===== src/rtl/uart_pkg.sv =====
// Shared types and defaults for the 8N1 receive path feeding the I/O decoder.
package uart_pkg;

  typedef enum logic [2:0] {
    IDLE,
    START,
    DATA,
    STOP,
    WAITHIGH
  } rx_state_t;

  localparam int DEFAULT_CLKS_PER_BIT = 434;

endpackage


===== src/rtl/byte_fifo.sv =====
// First-word-fall-through byte FIFO; the head byte is visible combinationally.
module byte_fifo #(
  parameter int DEPTH_LOG2 = 4
) (
  input  logic                  clock,
  input  logic                  reset,
  input  logic                  push,
  input  logic [7:0]            wdata,
  input  logic                  pop,
  output logic [7:0]            rdata,
  output logic [DEPTH_LOG2:0]   count,
  output logic                  empty,
  output logic                  full,
  output logic                  dropped
);

  localparam int DEPTH = 1 << DEPTH_LOG2;
  localparam logic [DEPTH_LOG2:0]   CNT_ONE   = (DEPTH_LOG2+1)'(1);
  localparam logic [DEPTH_LOG2:0]   CNT_DEPTH = (DEPTH_LOG2+1)'(DEPTH);
  localparam logic [DEPTH_LOG2-1:0] PTR_ONE   = DEPTH_LOG2'(1);

  logic [7:0]            mem_q [DEPTH];
  logic [DEPTH_LOG2-1:0] wr_ptr_q, wr_ptr_d;
  logic [DEPTH_LOG2-1:0] rd_ptr_q, rd_ptr_d;
  logic [DEPTH_LOG2:0]   count_q, count_d;
  logic                  do_push, do_pop;

  assign empty = (count_q == '0);
  assign full  = (count_q == CNT_DEPTH);

  // A pop frees the slot the same cycle, so a full FIFO still accepts a push alongside it.
  assign do_pop  = pop && !empty;
  assign do_push = push && (!full || do_pop);
  assign dropped = push && !do_push;

  always_comb begin
    wr_ptr_d = wr_ptr_q;
    rd_ptr_d = rd_ptr_q;
    count_d  = count_q;
    if (do_push) wr_ptr_d = wr_ptr_q + PTR_ONE;
    if (do_pop)  rd_ptr_d = rd_ptr_q + PTR_ONE;
    case ({do_push, do_pop})
      2'b10:   count_d = count_q + CNT_ONE;
      2'b01:   count_d = count_q - CNT_ONE;
      default: count_d = count_q;
    endcase
  end

  always_ff @(posedge clock or posedge reset) begin
    if (reset) begin
      wr_ptr_q <= '0;
      rd_ptr_q <= '0;
      count_q  <= '0;
    end else begin
      wr_ptr_q <= wr_ptr_d;
      rd_ptr_q <= rd_ptr_d;
      count_q  <= count_d;
    end
  end

  // Storage is cleared on reset so the head byte reads 8'h00 until the first push.
  always_ff @(posedge clock or posedge reset) begin
    if (reset) begin
      for (int i = 0; i < DEPTH; i++) mem_q[i] <= '0;
    end else if (do_push) begin
      mem_q[wr_ptr_q] <= wdata;
    end
  end

  assign rdata = mem_q[rd_ptr_q];
  assign count = count_q;

endmodule


===== src/rtl/uart_rx_fifo.sv =====
// 8N1 UART receiver buffering bytes in a FWFT FIFO, with sticky overrun/framing flags.
module uart_rx_fifo
  import uart_pkg::*;
#(
  parameter int CLKS_PER_BIT = DEFAULT_CLKS_PER_BIT,
  parameter int DEPTH_LOG2   = 4
) (
  input  logic                  clock,
  input  logic                  reset,
  input  logic                  uartRxPin,
  input  logic                  pop,
  input  logic                  clearErr,
  output logic [7:0]            rdata,
  output logic                  rxReady,
  output logic [DEPTH_LOG2:0]   fifoCount,
  output logic                  overrun,
  output logic                  frameErr
);

  localparam int BW = $clog2(CLKS_PER_BIT);
  localparam logic [BW-1:0] BAUD_ONE  = BW'(1);
  localparam logic [BW-1:0] BAUD_HALF = BW'(CLKS_PER_BIT / 2 - 1);
  localparam logic [BW-1:0] BAUD_LAST = BW'(CLKS_PER_BIT - 1);

  logic            sync1_q, rx_s_q;
  rx_state_t       state_q, state_d;
  logic [BW-1:0]   baud_q, baud_d;
  logic [2:0]      bit_idx_q, bit_idx_d;
  logic [7:0]      shift_q, shift_d;
  logic            push_byte, frame_set;
  logic            fifo_empty, fifo_full, fifo_dropped;
  logic            overrun_q, frame_err_q;

  // The line is asynchronous; only the second flop is ever looked at.
  always_ff @(posedge clock or posedge reset) begin
    if (reset) begin
      sync1_q <= 1'b1;
      rx_s_q  <= 1'b1;
    end else begin
      sync1_q <= uartRxPin;
      rx_s_q  <= sync1_q;
    end
  end

  always_ff @(posedge clock or posedge reset) begin
    if (reset) begin
      state_q   <= IDLE;
      baud_q    <= '0;
      bit_idx_q <= '0;
      shift_q   <= '0;
    end else begin
      state_q   <= state_d;
      baud_q    <= baud_d;
      bit_idx_q <= bit_idx_d;
      shift_q   <= shift_d;
    end
  end

  always_comb begin
    state_d   = state_q;
    baud_d    = baud_q;
    bit_idx_d = bit_idx_q;
    shift_d   = shift_q;
    push_byte = 1'b0;
    frame_set = 1'b0;
    case (state_q)
      IDLE: begin
        if (!rx_s_q) begin
          state_d = START;
          baud_d  = '0;
        end
      end
      START: begin
        // A start bit that is already high again at mid-bit was only a glitch.
        if (baud_q == BAUD_HALF) begin
          if (!rx_s_q) begin
            state_d   = DATA;
            baud_d    = '0;
            bit_idx_d = '0;
          end else begin
            state_d = IDLE;
          end
        end else begin
          baud_d = baud_q + BAUD_ONE;
        end
      end
      DATA: begin
        if (baud_q == BAUD_LAST) begin
          shift_d[bit_idx_q] = rx_s_q;
          baud_d             = '0;
          if (bit_idx_q == 3'd7) state_d = STOP;
          else                   bit_idx_d = bit_idx_q + 3'd1;
        end else begin
          baud_d = baud_q + BAUD_ONE;
        end
      end
      STOP: begin
        if (baud_q == BAUD_LAST) begin
          baud_d = '0;
          if (rx_s_q) begin
            push_byte = 1'b1;
            state_d   = IDLE;
          end else begin
            frame_set = 1'b1;
            state_d   = WAITHIGH;
          end
        end else begin
          baud_d = baud_q + BAUD_ONE;
        end
      end
      WAITHIGH: begin
        if (rx_s_q) state_d = IDLE;
      end
      default: state_d = IDLE;
    endcase
  end

  byte_fifo #(
    .DEPTH_LOG2(DEPTH_LOG2)
  ) u_fifo (
    .clock   (clock),
    .reset   (reset),
    .push    (push_byte),
    .wdata   (shift_q),
    .pop     (pop),
    .rdata   (rdata),
    .count   (fifoCount),
    .empty   (fifo_empty),
    .full    (fifo_full),
    .dropped (fifo_dropped)
  );

  // A new error event in the same cycle as clearErr must not be lost.
  always_ff @(posedge clock or posedge reset) begin
    if (reset) begin
      overrun_q   <= 1'b0;
      frame_err_q <= 1'b0;
    end else begin
      if (fifo_dropped)  overrun_q <= 1'b1;
      else if (clearErr) overrun_q <= 1'b0;
      if (frame_set)     frame_err_q <= 1'b1;
      else if (clearErr) frame_err_q <= 1'b0;
    end
  end

  assign rxReady  = !fifo_empty;
  assign overrun  = overrun_q;
  assign frameErr = frame_err_q;

  logic unused_full;
  assign unused_full = fifo_full;

endmodule


===== config.mk =====
export PLATFORM = sky130hd
export DESIGN_NAME = uart_rx_fifo
export DESIGN_NICKNAME = d
export VERILOG_FILES = /design/src/rtl/uart_pkg.sv /design/src/rtl/byte_fifo.sv /design/src/rtl/uart_rx_fifo.sv
export SDC_FILE = /design/constraint.sdc
export NUM_CORES = 1
export LEC_CHECK = 0
export ABC_AREA = 1
export CORE_MARGIN = 8
export CORE_UTILIZATION = 56
export DETAILED_ROUTE_END_ITERATION = 16
export GPL_TIMING_DRIVEN = 1
export PLACE_DENSITY_LB_ADDON = 0.08
export SYNTH_ARGS = -nofsm -noshare
export SYNTH_HDL_FRONTEND = slang
export SYNTH_SLANG_ARGS = --single-unit

===== constraint.sdc =====
create_clock -name clock -period 5.2 [get_ports clock]
set_input_delay 1.04 -clock clock [delete_from_list [all_inputs] [get_ports clock]]
set_output_delay 1.04 -clock clock [all_outputs]
set_load 0.005 [all_outputs]

==> results of run 1 <==
-- final timing paths --
path | start | to | slack, ns | cells after the start
setup / recovery | u_fifo.rd_ptr_q[0]$_DFFE_PP0P_ | rdata[4] | 1.37 | 7
hold reg to reg | sync1_q$_DFF_PP1_ | rx_s_q$_DFF_PP1_ | 0.36 | 0
hold / removal | sync1_q$_DFF_PP1_ | rx_s_q$_DFF_PP1_ | 0.36 | 0
min in group asynchronous | reset | baud_q[1]$_DFFE_PP0P_ | 0.99 | 2
max in group asynchronous | reset | u_fifo.rd_ptr_q[0]$_DFFE_PP0P_ | 3.06 | 3
setup reg to reg | u_fifo.count[0]$_DFFE_PP0P_ | u_fifo.count[4]$_DFFE_PP0P_ | 2.52 | 15
-- final cells by class --
class                           count  area [sq um]
Multi-Input combinational cell    814          3850
Inverter                          117           443
Tap cell                          211           264
Sequential cell                   168          4210
Clock buffer                       24           462
Fill cell                        1320          5670
Timing Repair Buffer               28           285
Clock inverter                      8          76.3
-- placed cells by master, fill, tap and decap left out, types with 5 or more instances in the layout --
master           netlist  routed
nand2_1              401     401
nand3_1              205     205
dfrtp_1              166     164
inv_1                109     108
o21ai_0               57      57
nor2_1                37      37
a21oi_1               35      35
o211ai_1              32      32
clkdlybuf4s50_1        0      20
clkbuf_16              0      17
ha_1                  14      14
nand3_2               11      11
xor2_1                 6       6
clkbuf_1              28       6
buf_4                  7       6
inv_2                  5       5
-- report_power, final --
part | switching (mW) | internal [mW] | total (mW)
Combinational | 0.0279 | 0.00477 | 0.0326
Sequential | 0.00114 | 1.31 | 1.31
Clock | 0.511 | 0.670 | 1.18
Total | 0.540 | 1.98 | 2.52
-- through the flow --
stage | setup WS, ns | power (mW) | utilization, % | cell area [sq um]
final | 1.37 | 2.52 | 62.9 | 9590
after global routing | 1.22 | 2.59 | 62.9 | 9590
after CTS | 1.38 | 2.54 | 62.9 | 9590
after detailed placement | 1.56 | 1.37 | 59.3 | 9050
after global placement | 1.62 | 1.37 | 59.3 | 9050
after floorplan | 2.02 | 1.36 | - | 8760
-- flip-flops by register name, indices dropped and copies added, names as in the netlist, 3 cells and up --
register,cells
u_fifo.wr_ptr_q,4
bit_idx_q,3
u_fifo.mem_q,128
baud_q,9
u_fifo.count,5
u_fifo.rd_ptr_q,4
state_q,3
shift_q,8
-- kinds of logic after synthesis --
logic type,Yosys count,synth area share [%]
fa+ha+maj,15,2.23
xor+xnor,10,1.00
simple gates,663,32.6
flops,168,48.0
compound gates,126,8.17
buf+inv,177,8.03
-- worst max-delay path, cell delays in order, from the launching register on --
cell and delay, ns:
dfrtp_4 0.90, buf_4 0.42, a21oi_1 0.11, o21ai_0 0.12
nand3_1 0.14, nand3_1 0.14, nand2_1 0.07, clkdlybuf4s50_1 0.45
-- layer usage --
| metal | share of wire (%) | GRT usage, % |
|---|---|---|
| met1 | 46 | 34.5 |
| met2 | 45 | 36.3 |
| met3 | 7.1 | 4.42 |
| met4 | 1.7 | 7.52 |
| met5 | 0 | 0 |
==> summary.txt, run 1 <==
STA
  • Pins over their slew limit: 0
  • Worst-margin pin slew: 0.920 ns
  • Worst clock skew: 0.0120 ns
  • Fmax: 0.261 GHz
  • Final Cycle Share: 73.6%
  • Max-slew headroom: 38.5%
  • Total negative slack: 0 ns
  • Shortest period the worst path allows: 3.83 ns
  • Finish-stage setup viols: 0
  • RSZ-0062 raised after global routing: false
  • Min Hold Slack: 0.364 ns
  • Final Hold Viols: 0

Yosys
  • Top-count cell post-synth: nand2_1
  • Main flop type after synthesis: dfrtp_1
  • Top cells by count, synth: nand2_1, nand3_1, dfrtp_1
  • Register bit total from synthesis: 168
  • Ranking of synthesized cells by area: dfrtp_1, nand2_1, nand3_1, inv_1, o21ai_0
  • Post-synthesis cell count: 1,159
  • Synth area leader: dfrtp_1
  • Async SR Flop Fraction: 100%
  • Number of distinct library cells after synthesis: 27
  • Synth top area share: 47.4%
  • Post-synth EDFFs: 0
  • Syn nets: 1,179
  • Netlist Area Pre-Place: 8760 sq um
  • Post-synthesis sequential area ratio: 48.0%
  • Mean post-synth cell area: 7.56 sq um
  • Ys Warns: 0

Routing
  • Via count: 7,669
  • Initial drt markers: 786
  • First-pass detailed-route iteration total: 5
  • Post-route ant nets: 0
  • DR WL/cell: 16.7 um
  • Drt via density: 5.60
  • Post-route DRC: 0
  • Total wire length: 22,800 um

Floorplan
  • Site row count: 45
  • Core area: 15,300 sq um
  • Die ar.: 19,900 sq um
  • Initial Utilization: 57.4%
  • # IOs: 21
  • Die X: 141 um
  • Die H: 141 um

Clock network
  • H-Tree Depth: 4
  • Clk buf depth: 2
  • Cts bufs inserted: 17
  • Clock net sink count: 168
  • Post_cts resized: 0
  • CTS root buffer: clkbuf_16
  • TritonCTS clock tree: built
  • CTS clk-pin slew, worst paths: 0.07 ns
  • Hold_buf cts: 0
  • Post-CTS setup buffer count: 0
  • Skew-Pair Late Insertion Delay: 0.43 ns

Worst setup path
  • Worst Path Max Fanout: 71
  • CP Launch Type: flop
  • CP Capture Type: primary output
  • Worst Path Arrival: 2.79 ns
  • Setup CP Type: flop to primary output
  • CP required: 4.16 ns

Cells and area
  • Antenna Cells: 0
  • Final std cells w/o fill: 1,370
  • Syn-to-layout area delta: 9.50%
  • Layout Nets: 1,166
  • Layout cells sized above 1: 5.18%

GRT
  • First-pass GRT wire length: 37,700 um
  • Vias in the first global route: 7,006
  • Global route total overflow: 0
  • Antenna violations before repair: 0
  • Largest net degree at the start of global routing: 149
  • Gr usage total: 24.1%

Placement
  • GPL Wtd Cong: 0.827
  • Placed cells: 1,338
  • Input/output buffers: 20
  • Placed wire-length estimate: 14,000 um

Min path
  • Worst min-delay path class: flop to flop

Run status
  • Status: complete, no violations

Pwr
  • Lkg Pwr: 4.83 nW
  • VDD IR max: 0.226 mV
  • Power per cell area: 263 nW/um^2

Job
  • Max-cap viol count: 0
Note: power is estimated with default switching activity, not from simulation.
==> inputs of run 2 (changes only) <==
==> constraint.sdc (replaced) <==
create_clock -name clock -period 3.1 [get_ports clock]
set_input_delay 0.62 -clock clock [delete_from_list [all_inputs] [get_ports clock]]
set_output_delay 0.62 -clock clock [all_outputs]
set_load 0.005 [all_outputs]
==> run 2 against run 1 <==
Via count is 0.65% higher. Register-to-register slack worse by 2.0 ns. Combinational power rose by 81%. Cell count increased by 0.95%. Power increased by 76%. Critical path depth did not move. Critical path type unchanged. Count of clock-buffer cells in the layout down 4. First-iteration DRC count grew 12%. Worst setup slack lost 1.3 ns. Largest cell class unchanged. Global-route usage decreased by 0.62 points. Non-clock buffer count increased by 14. Flip-flop and latch count did not move.
==> summary.txt, run 2 (synthesis results as in run 1) <==
Routing
  • Post-route ant nets: 0
  • Total wire length: 22,800 um
  • Drt via density: 5.58
  • Initial drt markers: 881
  • Post-route DRC: 0
  • DR WL/cell: 16.5 um
  • First-pass detailed-route iteration total: 5
  • Via count: 7,719

Clock network
  • CTS clk-pin slew, worst paths: 0.06 ns
  • Hold_buf cts: 0
  • Clock net sink count: 168
  • Clk buf depth: 2
  • Skew-Pair Late Insertion Delay: 0.43 ns
  • CTS root buffer: clkbuf_16
  • TritonCTS clock tree: built
  • H-Tree Depth: 4
  • Cts bufs inserted: 17

Worst setup path
  • Most frequent CP cell: nand3_1
  • CP required: 2.48 ns
  • Setup CP Type: flop to primary output
  • FF-to-FF path depth: 16
  • CP max stage delay: 0.55 ns
  • FF-to-FF Start: baud_q[1]$_DFFE_PP0P_
  • Reg2reg setup slack: 0.55 ns
  • CP Capture Type: primary output
  • Cell Chain, Critical Path: buf_12, a21oi_1, o21ai_0, nand3_1, nand3_1, nand2_1, clkdlybuf4s50_1
  • Worst Path Max Fanout: 35
  • CP Launch Type: flop
  • Worst Path Arrival: 2.38 ns
  • Terminus of the critical flop-to-flop path: u_fifo.count[4]$_DFFE_PP0P_
  • CP max-delay cell: dfrtp_4

STA
  • Final Hold Viols: 0
  • Max-slew headroom: 35.0%
  • Total negative slack: 0 ns
  • Finish-stage setup viols: 0
  • RSZ-0062 raised after global routing: false
  • Fmax: 0.333 GHz
  • Final Cycle Share: 96.8%
  • Shortest period the worst path allows: 3.00 ns
  • PnR worst setup slack: 0.0977 ns
  • Worst clock skew: 0.0113 ns
  • Worst-margin pin slew: 0.975 ns
  • Pins over their slew limit: 0

Floorplan
  • # IOs: 21
  • Site row count: 45
  • Initial Utilization: 57.4%
  • Die ar.: 19,900 sq um
  • Die X: 141 um
  • Core area: 15,300 sq um
  • Die H: 141 um

Job
  • Max-cap viol count: 0

GRT
  • Gr usage total: 23.5%
  • Antenna violations before repair: 0
  • Vias in the first global route: 7,047
  • Largest net degree at the start of global routing: 136
  • Global route total overflow: 0
  • First-pass GRT wire length: 36,900 um

Cells and area
  • Commonest cells after routing, fill and taps aside: nand2_1, nand3_1, dfrtp_1
  • Antenna Cells: 0
  • Post-layout util: 64.4%
  • Final Cell Area: 9830 sq um
  • Layout cells sized above 1: 6.74%
  • Syn-to-layout area delta: 12.2%
  • FF+latch area: 4210 sq um
  • Layout Nets: 1,180
  • # fillers: 1,301
  • Largest Register: u_fifo.mem_q
  • Footprint of the multi-input gates: 3850 sq um
  • Largest registers: u_fifo.mem_q: 128 flops, baud_q: 9 flops, shift_q: 8 flops
  • Most common cell after layout, fill and taps aside: nand2_1
  • Largest register FFs: 128

Placement
  • Setup WS pre-CTS: 0.284 ns
  • DP Area: 9170 sq um
  • Input/output buffers: 20
  • Placed wire-length estimate: 13,900 um
  • GPL Wtd Cong: 0.832

Pwr
  • Lkg Pwr: 4.95 nW
  • Power per cell area: 453 nW/um^2
  • VDD IR max: 0.373 mV

Min path
  • Hold Startpoint: sync1_q$_DFF_PP1_
  • Worst min-delay path class: flop to flop
  • End of the worst hold path: rx_s_q$_DFF_PP1_
  • WHS Path Cells: 0

Run status
  • Status: complete, no violations
## run 2: cell count changes in the layout (fill, tap and decap cells not counted)
cell	before	now
buf_12	2	7
clkbuf_1	6	1
bufinv_16	1	3
clkinvlp_4	4	6
buf_4	6	15
clkinv_2	3	2
clkbuf_8	1	2
clkinv_1	3	2
inv_6	0	1
## run 2: stage by stage
stage                     hold slack, ns  std cells  power [mW]
after floorplan                    0.345       1159        2.27
after detailed placement           0.359       1347        2.30
after global placement             0.358       1347        2.30
final                              0.373       1383        4.45
after CTS                          0.368       1378        4.47
after global routing               0.376       1383        4.55
## run 2: layout make-up
| class | instances | area share [%] |
|---|---|---|
| Clock inverter | 11 | 1.50 |
| Multi-Input combinational cell | 814 | 39.2 |
| Clock buffer | 20 | 4.65 |
| Tap cell | 211 | 2.69 |
| Timing Repair Buffer | 42 | 4.61 |
| Inverter | 117 | 4.54 |
| Sequential cell | 168 | 42.8 |
## run 2: report_power, final
| group | switching (mW) | total (mW) | internal (mW) | leakage, nW |
|---|---|---|---|---|
| registers | 0.00206 | 2.20 | 2.19 | 2.30 |
| logic | 0.0482 | 0.0589 | 0.0107 | 2.36 |
| clock network | 0.889 | 2.19 | 1.31 | 0.285 |
## run 2: how the worst max path moves through the flow
stage	startpoint	slack (ns)	endpoint	depth (start not counted)
2_1_floorplan	reset	0.34	baud_q[0]$_DFFE_PP0P_	1
3_3_place_gp	pop	0.36	u_fifo.count[4]$_DFFE_PP0P_	16
3_5_place_dp	pop	0.28	u_fifo.count[4]$_DFFE_PP0P_	16
4_1_cts	u_fifo.rd_ptr_q[0]$_DFFE_PP0P_	0.07	rdata[7]	7
5_1_grt	u_fifo.rd_ptr_q[0]$_DFFE_PP0P_	0.01	rdata[0]	7
6_report	u_fifo.rd_ptr_q[0]$_DFFE_PP0P_	0.1	rdata[7]	7
## run 2: layer usage
layer  up-vias  share of wire (%)  wire, um  global-route usage, %
li1       3742                  -         -                      -
met1      3655                 46     10500                   33.2
met2       286                 45     10300                   35.8
met3        36                6.6      1490                   3.92
met4         0                2.2       511                   8.09
met5         -                  0         0                      0
## run 2: repair_timing
item,in CTS,in global routing
setup buffers,0,5
gates resized for setup,0,1
setup endpoints to repair,0,4
## run 2: critical path, delay by kind of cell (launching register included)
| family | cells | cell delay [ns] |
|---|---|---|
| buffers and inverters | 2 | 0.69 |
| and+or+nand+nor | 3 | 0.38 |
| DFF | 1 | 0.55 |
| AOI/OAI and AO/OA | 2 | 0.31 |
==> edit, RTL diff (config.mk and constraints of run 2) <==
Encoding of `rx_state_t`: now one-hot (5 bits for 5 states).
--- a/src/rtl/uart_pkg.sv
+++ b/src/rtl/uart_pkg.sv
@@ -1,12 +1,12 @@
 // Shared types and defaults for the 8N1 receive path feeding the I/O decoder.
 package uart_pkg;
 
-  typedef enum logic [2:0] {
-    IDLE,
-    START,
-    DATA,
-    STOP,
-    WAITHIGH
+  typedef enum logic [4:0] {
+    IDLE     = 5'b00001,
+    START    = 5'b00010,
+    DATA     = 5'b00100,
+    STOP     = 5'b01000,
+    WAITHIGH = 5'b10000
   } rx_state_t;
 
   localparam int DEFAULT_CLKS_PER_BIT = 434;
Behaviour: same outputs for any inputs over 10 cycles, from zero or initial values and one cycle with reset high; not proved beyond that.
==> edit against run 2 <==
  * Global-route usage shrank 2.3 points
  * Synthesized cell count shrank 14%
  * Sequential cell count grew 2
  * Synthesized area shrank 4.4%
  * Setup slack lost 0.023 ns
  * Final area shrank 4.6%
  * Wire length shrank 8.8%
Power is not compared: it rests on default switching activity, and its combinational part moved more than twofold at a synthesized area within 25%.
==> edit: results (changes against run 2) <==
Status: complete, no violations
Number of fillers in the final layout: 1290 (-0.85%)
Initial DRC count: 653 (-26%)
Net Count, Synth: 1020 (-13%)
Worst setup endpoint: rdata[3]
GRT Total Usage: 0.212 (-0.0229)
Worst reg-to-reg path cell count: 8 (-8)
Sequential area share after synthesis: 0.508 (+0.0281)
Synth top area cells: dfrtp_1, o21ai_0, nand2_1
Commonest cells post-synth: nand2_1, o21ai_0, dfrtp_1
Placer Congestion: 0.867 (+4.2%)
Grt met3 use: 0.0459 (+0.00673)
Via Count: 6906 (-11%)
Flop2flop setup slack: 0.41 ns (-0.14 ns)
Dpl cells: 1166 (-13%)
Synth-to-layout area growth: 11.9%
Via density: 5.73 (+2.7%)
Worst Skew: 0.00713 ns (-0.00415 ns)
Netlist cell types: 29 (+7.4%)
Met1 Use GR: 0.286 (-0.0456)
Critical path data arrival time: 2.41 ns (+0.03 ns)
Post-Synth Adder-Cell Area: 0.0233 (+0.00102)
Largest net degree at the start of global routing: 68 (-50%)
Mean Syn Cell Area: 8.38 um^2 (+11%)
Synth Area in Compound Gates: 0.170 (+0.0881)
Fmax: 0.331 GHz (-0.76%)
End of the worst register-to-register path: u_fifo.mem_q[24]
CP max stage delay: 0.51 ns (-0.04 ns)
Global-route wire length before repair: 33000 um (-11%)
Worst path slowest cell: clkdlybuf4s50_1
Slew @ Worst Pin: 0.672 ns (-0.303 ns)
## edit: cell types whose count changed after synthesis, moves of 16 or more
cell	change
buf_6	+16
nor2_1	+103
nand3_1	-167
inv_1	-53
o21ai_0	+159
a21oi_1	-27
nand2_1	-175
## edit: power by group through the flow
stage	clock network, uW	registers (uW)	logic (uW)
global placement	0	2540	2530
CTS	2270	2500	2560
global route	2340	2510	3130
finish	2240	2500	2830
detailed placement	0	2540	2550
floorplan	0	2480	1610
## edit: cell families after synthesis
| kind of cell | Yosys count |
|---|---|
| AND/OR/NAND/NOR | 429 |
| AO/OA/AOI/OAI | 268 |
| flip-flops | 170 |
| buffers and inverters | 109 |
| adder cells (fa/ha/maj) | 15 |
| XOR/XNOR | 9 |
## edit: worst register-to-register path: stages, from the launching register on
cell,delay (ns)
dfrtp_1,0.41
inv_1,0.09
ha_1,0.14
nand2_1,0.05
nor2_1,0.10
nand2_1,0.20
nor3_4,0.52
nand3_1,0.65
o21ai_0,0.42
## edit: final cells by class
| type | instances | area, um^2 | area share |
|---|---|---|---|
| clock buffers | 17 | 425 | 0.0454 |
| clock inverters | 15 | 190 | 0.0203 |
| inverters | 58 | 226 | 0.0241 |
| multi-input cells | 721 | 3530 | 0.376 |
| flip-flops and latches | 170 | 4260 | 0.455 |
| well taps | 184 | 230 | 0.0245 |
| repair buffers | 40 | 515 | 0.0550 |
## edit: worst min-delay path by stage
stage	start	end	slack [ns]	cells past startpoint
floorplan	sync1_q	rx_s_q	0.35	0
global placement	sync1_q	rx_s_q	0.35	0
detailed placement	sync1_q	rx_s_q	0.35	0
CTS	sync1_q	rx_s_q	0.36	0
global route	sync1_q	rx_s_q	0.36	0
finish	sync1_q	rx_s_q	0.36	0
## edit: stage by stage
step           cell area, um^2  hold WS, ns
2_1_floorplan             8380        0.345
3_3_place_gp              8620        0.345
3_5_place_dp              8620        0.347
4_1_cts                   9230        0.357
5_1_grt                   9380        0.358
6_report                  9380        0.357
## edit: timing repair
action | CTS | global route
gates resized for setup | 0 | 14
buffers inserted | 0 | 4
endpoints found under the setup margin | 0 | 7
## edit: routing by layer
layer / vias to the layer above / wire length, um / part of all wire
li1: 3340 / - / -
met1: 3310 / 9720 / 0.47
met2: 227 / 9470 / 0.46
met3: 29 / 1060 / 0.051
met4: 0 / 506 / 0.024
met5: - / 0 / 0
